### src/rtl/spi_slave_frontend.sv
`timescale 1ns/1ps
// SPI mode-0 slave front end: brings SCK/CS_n/MOSI into the clk domain, deserializes
// a command byte followed by WORD_W-bit words, and serializes tx_data onto MISO.
module spi_slave_frontend #(
    parameter int WORD_W = 16,
    parameter int CMD_W  = 4
) (
    input  logic              clk,
    input  logic              rst_n,
    input  logic              spi_sck,
    input  logic              spi_cs_n,
    input  logic              spi_mosi,
    output logic              spi_miso,
    output logic [CMD_W-1:0]  cmd,
    output logic              done,
    output logic [WORD_W-1:0] rx_data,
    input  logic [WORD_W-1:0] tx_data,
    output logic              tx_load,
    output logic              abort
);

    localparam int               CNT_W     = $clog2(WORD_W + 1);
    localparam logic [CNT_W-1:0] CMD_LAST  = CNT_W'(7);
    localparam logic [CNT_W-1:0] WORD_LAST = CNT_W'(WORD_W - 1);
    localparam logic [2:0]       SYNC_RST  = 3'b010;  // {sck, cs_n, mosi}

    typedef enum logic [1:0] {IDLE, CMD, DATA} state_t;

    state_t            state, state_nxt;
    logic [2:0]        sync1, sync2, hist;
    logic              sck_rise, sck_fall, cs_rise, cs_fall;
    logic [1:0]        warm;
    logic              armed;
    logic [CNT_W-1:0]  cnt, cnt_nxt;
    logic [WORD_W-2:0] shift, shift_nxt;
    logic [WORD_W-1:0] shift_in, tx_shift, tx_nxt, rx_nxt;
    logic [CMD_W-1:0]  cmd_nxt;
    logic              done_nxt, load_nxt, abort_nxt, miso_nxt;
    logic              unit_end;

    // NOTE: every clocked block uses non-blocking assignments so all flops update
    // from pre-edge values; blocking here would collapse the synchronizer chain.
    always_ff @(posedge clk or negedge rst_n) begin
        if (!rst_n) begin
            sync1    <= SYNC_RST;
            sync2    <= SYNC_RST;
            hist     <= SYNC_RST;
            sck_rise <= 1'b0;
            sck_fall <= 1'b0;
            cs_rise  <= 1'b0;
            cs_fall  <= 1'b0;
        end else begin
            sync1    <= {spi_sck, spi_cs_n, spi_mosi};
            sync2    <= sync1;
            hist     <= sync2;
            sck_rise <= sync2[2] & ~hist[2];
            sck_fall <= ~sync2[2] & hist[2];
            cs_rise  <= sync2[1] & ~hist[1];
            cs_fall  <= ~sync2[1] & hist[1];
        end
    end

    // A frame may only start once a real (post-reset) high level on CS_n has been seen.
    always_ff @(posedge clk or negedge rst_n) begin
        if (!rst_n) begin
            warm  <= 2'b00;
            armed <= 1'b0;
        end else begin
            warm <= {warm[0], 1'b1};
            if (warm[1] && sync2[1])
                armed <= 1'b1;
        end
    end

    always_ff @(posedge clk or negedge rst_n) begin
        if (!rst_n) state <= IDLE;
        else        state <= state_nxt;
    end

    assign shift_in = {shift, hist[0]};
    assign unit_end = sck_rise && (((state == CMD) && (cnt == CMD_LAST)) ||
                                   ((state == DATA) && (cnt == WORD_LAST)));

    // NOTE: each combinational output gets a default before the case so no path
    // leaves it unassigned, which would otherwise infer a latch.
    always_comb begin
        state_nxt = state;
        case (state)
            IDLE:    if (cs_fall && armed) state_nxt = CMD;
            CMD:     if (cs_rise) state_nxt = IDLE;
                     else if (unit_end) state_nxt = DATA;
            DATA:    if (cs_rise) state_nxt = IDLE;
            default: state_nxt = IDLE;
        endcase
    end

    always_comb begin
        cnt_nxt   = cnt;
        shift_nxt = shift;
        tx_nxt    = tx_shift;
        rx_nxt    = rx_data;
        cmd_nxt   = '0;
        done_nxt  = 1'b0;
        load_nxt  = 1'b0;
        abort_nxt = 1'b0;
        if (state == IDLE) begin
            cnt_nxt = '0;
        end else if (sck_rise) begin
            shift_nxt = shift_in[WORD_W-2:0];
            if (unit_end) begin
                cnt_nxt  = '0;
                tx_nxt   = tx_data;
                load_nxt = 1'b1;
                if (state == CMD) begin
                    cmd_nxt = shift_in[CMD_W-1:0];
                end else begin
                    rx_nxt   = shift_in;
                    done_nxt = 1'b1;
                end
            end else begin
                cnt_nxt = cnt + CNT_W'(1);
            end
        end else if (sck_fall && (state == DATA) && (cnt != '0)) begin
            // Held at the word boundary so the next MSB stays on MISO through that fall.
            tx_nxt = {tx_shift[WORD_W-2:0], 1'b0};
        end
        if ((state != IDLE) && cs_rise) begin
            abort_nxt = (cnt_nxt != '0);
            cnt_nxt   = '0;
        end
        miso_nxt = (state_nxt == DATA) ? tx_nxt[WORD_W-1] : 1'b0;
    end

    always_ff @(posedge clk or negedge rst_n) begin
        if (!rst_n) begin
            cnt      <= '0;
            shift    <= '0;
            tx_shift <= '0;
            rx_data  <= '0;
            cmd      <= '0;
            done     <= 1'b0;
            tx_load  <= 1'b0;
            abort    <= 1'b0;
            spi_miso <= 1'b0;
        end else begin
            cnt      <= cnt_nxt;
            shift    <= shift_nxt;
            tx_shift <= tx_nxt;
            rx_data  <= rx_nxt;
            cmd      <= cmd_nxt;
            done     <= done_nxt;
            tx_load  <= load_nxt;
            abort    <= abort_nxt;
            spi_miso <= miso_nxt;
        end
    end

endmodule

### config.mk
export PLATFORM = sky130hd
export DESIGN_NAME = spi_slave_frontend
export DESIGN_NICKNAME = d
export VERILOG_FILES = /design/src/rtl/spi_slave_frontend.sv
export SDC_FILE = /design/constraint.sdc
export NUM_CORES = 1
export LEC_CHECK = 0
export CAP_MARGIN = 25
export CORE_MARGIN = 3
export CORE_UTILIZATION = 28
export DETAILED_ROUTE_END_ITERATION = 16
export GPL_ROUTABILITY_DRIVEN = 0
export PLACE_DENSITY = 0.53
export SYNTH_ARGS = -nofsm -noshare
export SYNTH_HDL_FRONTEND = slang
export SYNTH_SLANG_ARGS = --single-unit
### constraint.sdc
create_clock -name clk -period 2.48 [get_ports clk]
set_clock_uncertainty 0.15 [all_clocks]
set_input_delay 0.248 -clock clk [delete_from_list [all_inputs] [get_ports clk]]
set_output_delay 0.248 -clock clk [all_outputs]
set_load 0.02 [all_outputs]
Yosys cells after proc, flatten, opt, wreduce, memory -nomap -nowiden. Index checks and enable logic that the tools add are counted.

$add $sub $neg: 1. Equal/unequal tests: 6. Muxes and demuxes: 26. Bitwise gates (word level): 10. Reduce and logical (&&, ||, !) cells: 17.

Operators with widths (number): $mux 16 (4); $mux 5 (4); $mux 4 (4); $reduce_bool 5->1 (2); $mux 1 (9); $logic_and 1x1->1 (8); $mux 2 (4); $not 1->1 (6); $pmux 2 s3 (1); $add 5x1->5 const B (1); $eq 5x3->1 const B (1); $eq 5x4->1 const B (1); $and 1x1->1 (4); $eq 2x2->1 const B (2); $reduce_and 4->1 (1); $reduce_bool 2->1 (2); $reduce_and 3->1 (1); $eq 2x1->1 const B (1); $logic_not 2->1 (1); $ne 2x1->1 const B (1); $reduce_and 2->1 (1); $logic_or 1x1->1 (1).

Bits in registers: 78. Input bits: 21.

Logic depth before layout (Yosys ltp).
Depth after elaboration: 9. Depth in mapped cells: 8.

Worst setup path before layout. No wires, ideal clock.

Path type: register to register. Start: register cnt[0]. End: register tx_shift[1]. Period minus slack after synthesis: 2.239 ns. Path buffers: 1. Data arrival time: 1.971 ns. Stages on the path, launching flop included: 9. Path slack: 0.241 ns. Data required time: 2.212 ns. Path through: dfrtp_1 > ha_1 > and3_1 > ha_1 > nand4b_1 > o21ai_4 > buf_4 > a22o_1 > a21o_1.

Longest elaborated chain between the ends: 6. Elaborated cells on any way between the ends: 11. Those cells by class: 3 x eq/ne; 8 x reduce/logical.

RTL lines: start: declaration (RTL line 34) `logic [CNT_W-1:0] cnt, cnt_nxt;`; start signal: assignment (RTL line 146) `cnt <= cnt_nxt;`; $eq 5x3->1 or $eq 5x4->1 (tied branches) (RTL line 81, 82); $logic_and 1x1->1, on equally long branches (RTL line 81, 82); $logic_or 1x1->1 (RTL line 81) `assign unit_end = sck_rise && (((state == CMD) && (cnt == CMD_LAST)) ||`; $logic_and 1x1->1 (RTL line 81); $ne 2x1->1 (no source line); $reduce_and 3->1 (no source line) *; end signal: assignment (RTL line 148) `tx_shift <= tx_nxt;`; end: declaration (RTL line 36) `logic [WORD_W-1:0] shift_in, tx_shift, tx_nxt, rx_nxt;`.

Every way passes the cells marked *; elsewhere a longest branch is shown, timed or not. A chain may end at the register's enable or synchronous reset.

Worst setup path after layout.
Start: register cnt[0]. End: register tx_shift[7].

Same word-level chain as after synthesis.

==> results.json <==
{
  "final_common_cell": "dfrtp_1",
  "fp.coreArea_um2": 10500,
  "yosysSeqAreaShare_pct": 63.8,
  "ctsResizeCount": 0,
  "drv_slew": 0,
  "r2r_cells": 8,
  "rsz0062_at_grt": "no",
  "grt_max_degree": 50,
  "yosysWarnings": 0,
  "worst_setup_path_start_kind": "flip-flop",
  "via_count": 1931,
  "cts_max_path_buffers": 2,
  "cp_slowest_stage_delay_ns": 0.42,
  "crit_arrival_ns": 2.34,
  "die_w_um": 111,
  "layout.nets": 322,
  "rows": 37,
  "clk_pin_slew_worst_paths_ns": 0.08,
  "dpl_worst_slack_ns": 0.248,
  "fin_util_pct": 37.1,
  "tritoncts": "done",
  "fin_area_um2": 3880,
  "finalHoldViolations": 0,
  "syn_area_um2": 3070,
  "synthArstFlopShare_pct": 100,
  "routedWlPerCell_um": 13.0,
  "setup-tns-final_ns": 0,
  "diodes": 0,
  "place_area_um2": 3670,
  "layout_min_cycle_time_ns": 2.25,
  "cts_made_buffers": 9,
  "tightest_slew_ns": 0.639,
  "drtAntennaViolNets": 0,
  "crit_fanout": 17,
  "p_per_area_nw_per_um2": 666,
  "ios": 45,
  "post-route-period-util_pct": 90.9,
  "start_util_pct": 29.3,
  "die_h_um": 111,
  "synth_ff_type": "dfrtp_1",
  "area_delta_synth_final_pct": 26.6,
  "dr.pass1.iters": 4,
  "port_buffers": 44,
  "cts-htree-levels": 3,
  "clock_latency_ns": 0.34,
  "worstSetupEndpointType": "flip-flop",
  "r2r_start": "cnt[0]$_DFF_PN0_",
  "status": "completed",
  "track_usage_pct": 10.3,
  "grt_overflow_total": 0,
  "startpoint": "cnt[0]$_DFF_PN0_",
  "clock-root-buffer": "clkbuf_8",
  "setup_viol": 0,
  "p_leak_nw": 1.93,
  "dp_hpwl_mm": 3.80,
  "layout_common_cells": "75 x dfrtp_1, 52 x nand2_1, 43 x clkdlybuf4s50_1",
  "fmax_ghz": 0.444,
  "grt_pass1_wl_mm": 10.3,
  "ir_worst_vdd_mv": 0.257,
  "synth_area_per_cell_um2": 12.5,
  "fillers": 1045,
  "grt_antenna_before_repair": 0,
  "grt_pass1_vias": 2039,
  "syn-instance-count": 245,
  "slew-limit-headroom_pct": 57.4,
  "cp_slowest_cell": "dfrtp_1",
  "worstSetupEndpoint": "tx_shift[7]$_DFFE_PN0P_",
  "synth.ff_latch_count": 78,
  "die_area_um2": 12200,
  "worst-r2r-setup-slack_ns": 0.23,
  "max_cap_violations": 0,
  "synth_edf_count": 0,
  "drt-total-wl_mm": 5.68,
  "fin_ws_ns": 0.227,
  "hp-class": "primary input to flip-flop",
  "cp.required_ns": 2.56,
  "viasPerCell": 4.42,
  "crit_type": "flip-flop to flip-flop",
  "drt_first_iter_violations": 120,
  "synth_cell_types": 44,
  "rr_endpoint": "tx_shift[7]$_DFFE_PN0P_",
  "drive_gt1_share_pct": 15.0,
  "clkSinkCount": 78,
  "crit_chain": "ha_1, and3_1, ha_1, nand4b_1, o21ai_4, buf_4, a22o_1, a21o_1",
  "cpMostUsedCell": "ha_1",
  "syn-num-nets": 269,
  "drcViolationCount": 0
}
==> cell usage after synthesis, types with 2 or more instances <==
library cell	instances	area [µm²]
dfrtp_1	75	1880
nand2_1	52	195
mux2_2	16	180
a21o_1	15	113
a22o_1	15	131
and3_1	5	31.3
buf_2	5	25.0
inv_1	5	18.8
nor2_1	5	18.8
a21oi_1	4	20.0
nor2b_1	4	25.0
buf_6	3	33.8
dfstp_2	3	78.8
ha_1	3	37.5
nand2b_1	3	18.8
nand3b_1	2	15.0
o21ai_0	2	10.0
o22a_1	2	17.5
==> worst min path at each step <==
stage | slack [ns] | start | to | cells after the start
floorplan | -0.20 | rst_n | abort$_DFF_PN0_ | 0
global placement | 0.17 | rst_n | rx_data[7]$_DFFE_PN0P_ | 1
detailed placement | 0.18 | rst_n | rx_data[7]$_DFFE_PN0P_ | 1
CTS | 0.14 | spi_cs_n | sync1[1]$_DFF_PN1_ | 1
global route | 0.14 | spi_cs_n | sync1[1]$_DFF_PN1_ | 1
finish | 0.17 | spi_cs_n | sync1[1]$_DFF_PN1_ | 1
==> logic make-up after synthesis <==
group	after synthesis	share of synthesized area, %
AND/OR/NAND/NOR	84	14.0
flip-flops	78	63.8
AO/OA/AOI/OAI	46	11.7
multiplexers	16	5.88
buffers and inverters	16	3.02
adder cells (fa/ha/maj)	3	1.22
other	1	0.122
XOR/XNOR	1	0.286
==> timing repair <==
action,in CTS,in global routing
buffers inserted,0,0
hold endpoints to repair,47,0
hold buffers,1,0
==> stage by stage <==
| step | power [W] | cells | hold slack [ns] |
|---|---|---|---|
| after floorplan | 0.00152 | 245 | -0.198 |
| after global placement | 0.00162 | 422 | 0.170 |
| after detailed placement | 0.00163 | 422 | 0.177 |
| after CTS | 0.00263 | 437 | 0.142 |
| after global routing | 0.00272 | 437 | 0.144 |
| final | 0.00258 | 437 | 0.170 |
==> worst max-delay path: cells and delay by family (launching register included) <==
kind,cells,cell delay [ns]
fa+ha+maj,2,0.47
compound gates,3,0.51
simple gates,2,0.38
flops,1,0.42
buf+inv,1,0.21
==> sequential cells by signal, indices dropped and copies added (netlist names), 2 cells and up <==
| signal | count |
|---|---|
| sync1 | 3 |
| tx_shift | 16 |
| hist | 3 |
| state | 2 |
| shift | 15 |
| cnt | 5 |
| cmd | 4 |
| rx_data | 16 |
| warm | 2 |
| sync2 | 3 |
==> report_power, final <==
group          internal (W)  leakage [nW]  switching [W]
clock              0.000556         0.102       0.000429
combinational      0.000107         0.789      0.0000718
sequential          0.00135          1.04      0.0000706
total               0.00201          1.93       0.000571
==> cell type report <==
class	instances	area, µm²	area share (%)
clock buffers	10	128	3.29
repair buffers	52	513	13.2
multi-input cells	151	1020	26.2
clock inverters	4	73.8	1.90
well taps	136	170	4.39
flip-flops and latches	78	1960	50.4
inverters	6	22.5	0.580
==> per-layer routing <==
layer  global-route usage, %  wire (µm)  up-vias
li1                        -          -      954
met1                    14.7       2890      933
met2                    14.4       2500       35
met3                    2.90        189        9
met4                    4.43         94        0
met5                       0          0        -
Power figures use the tool's default switching activity.
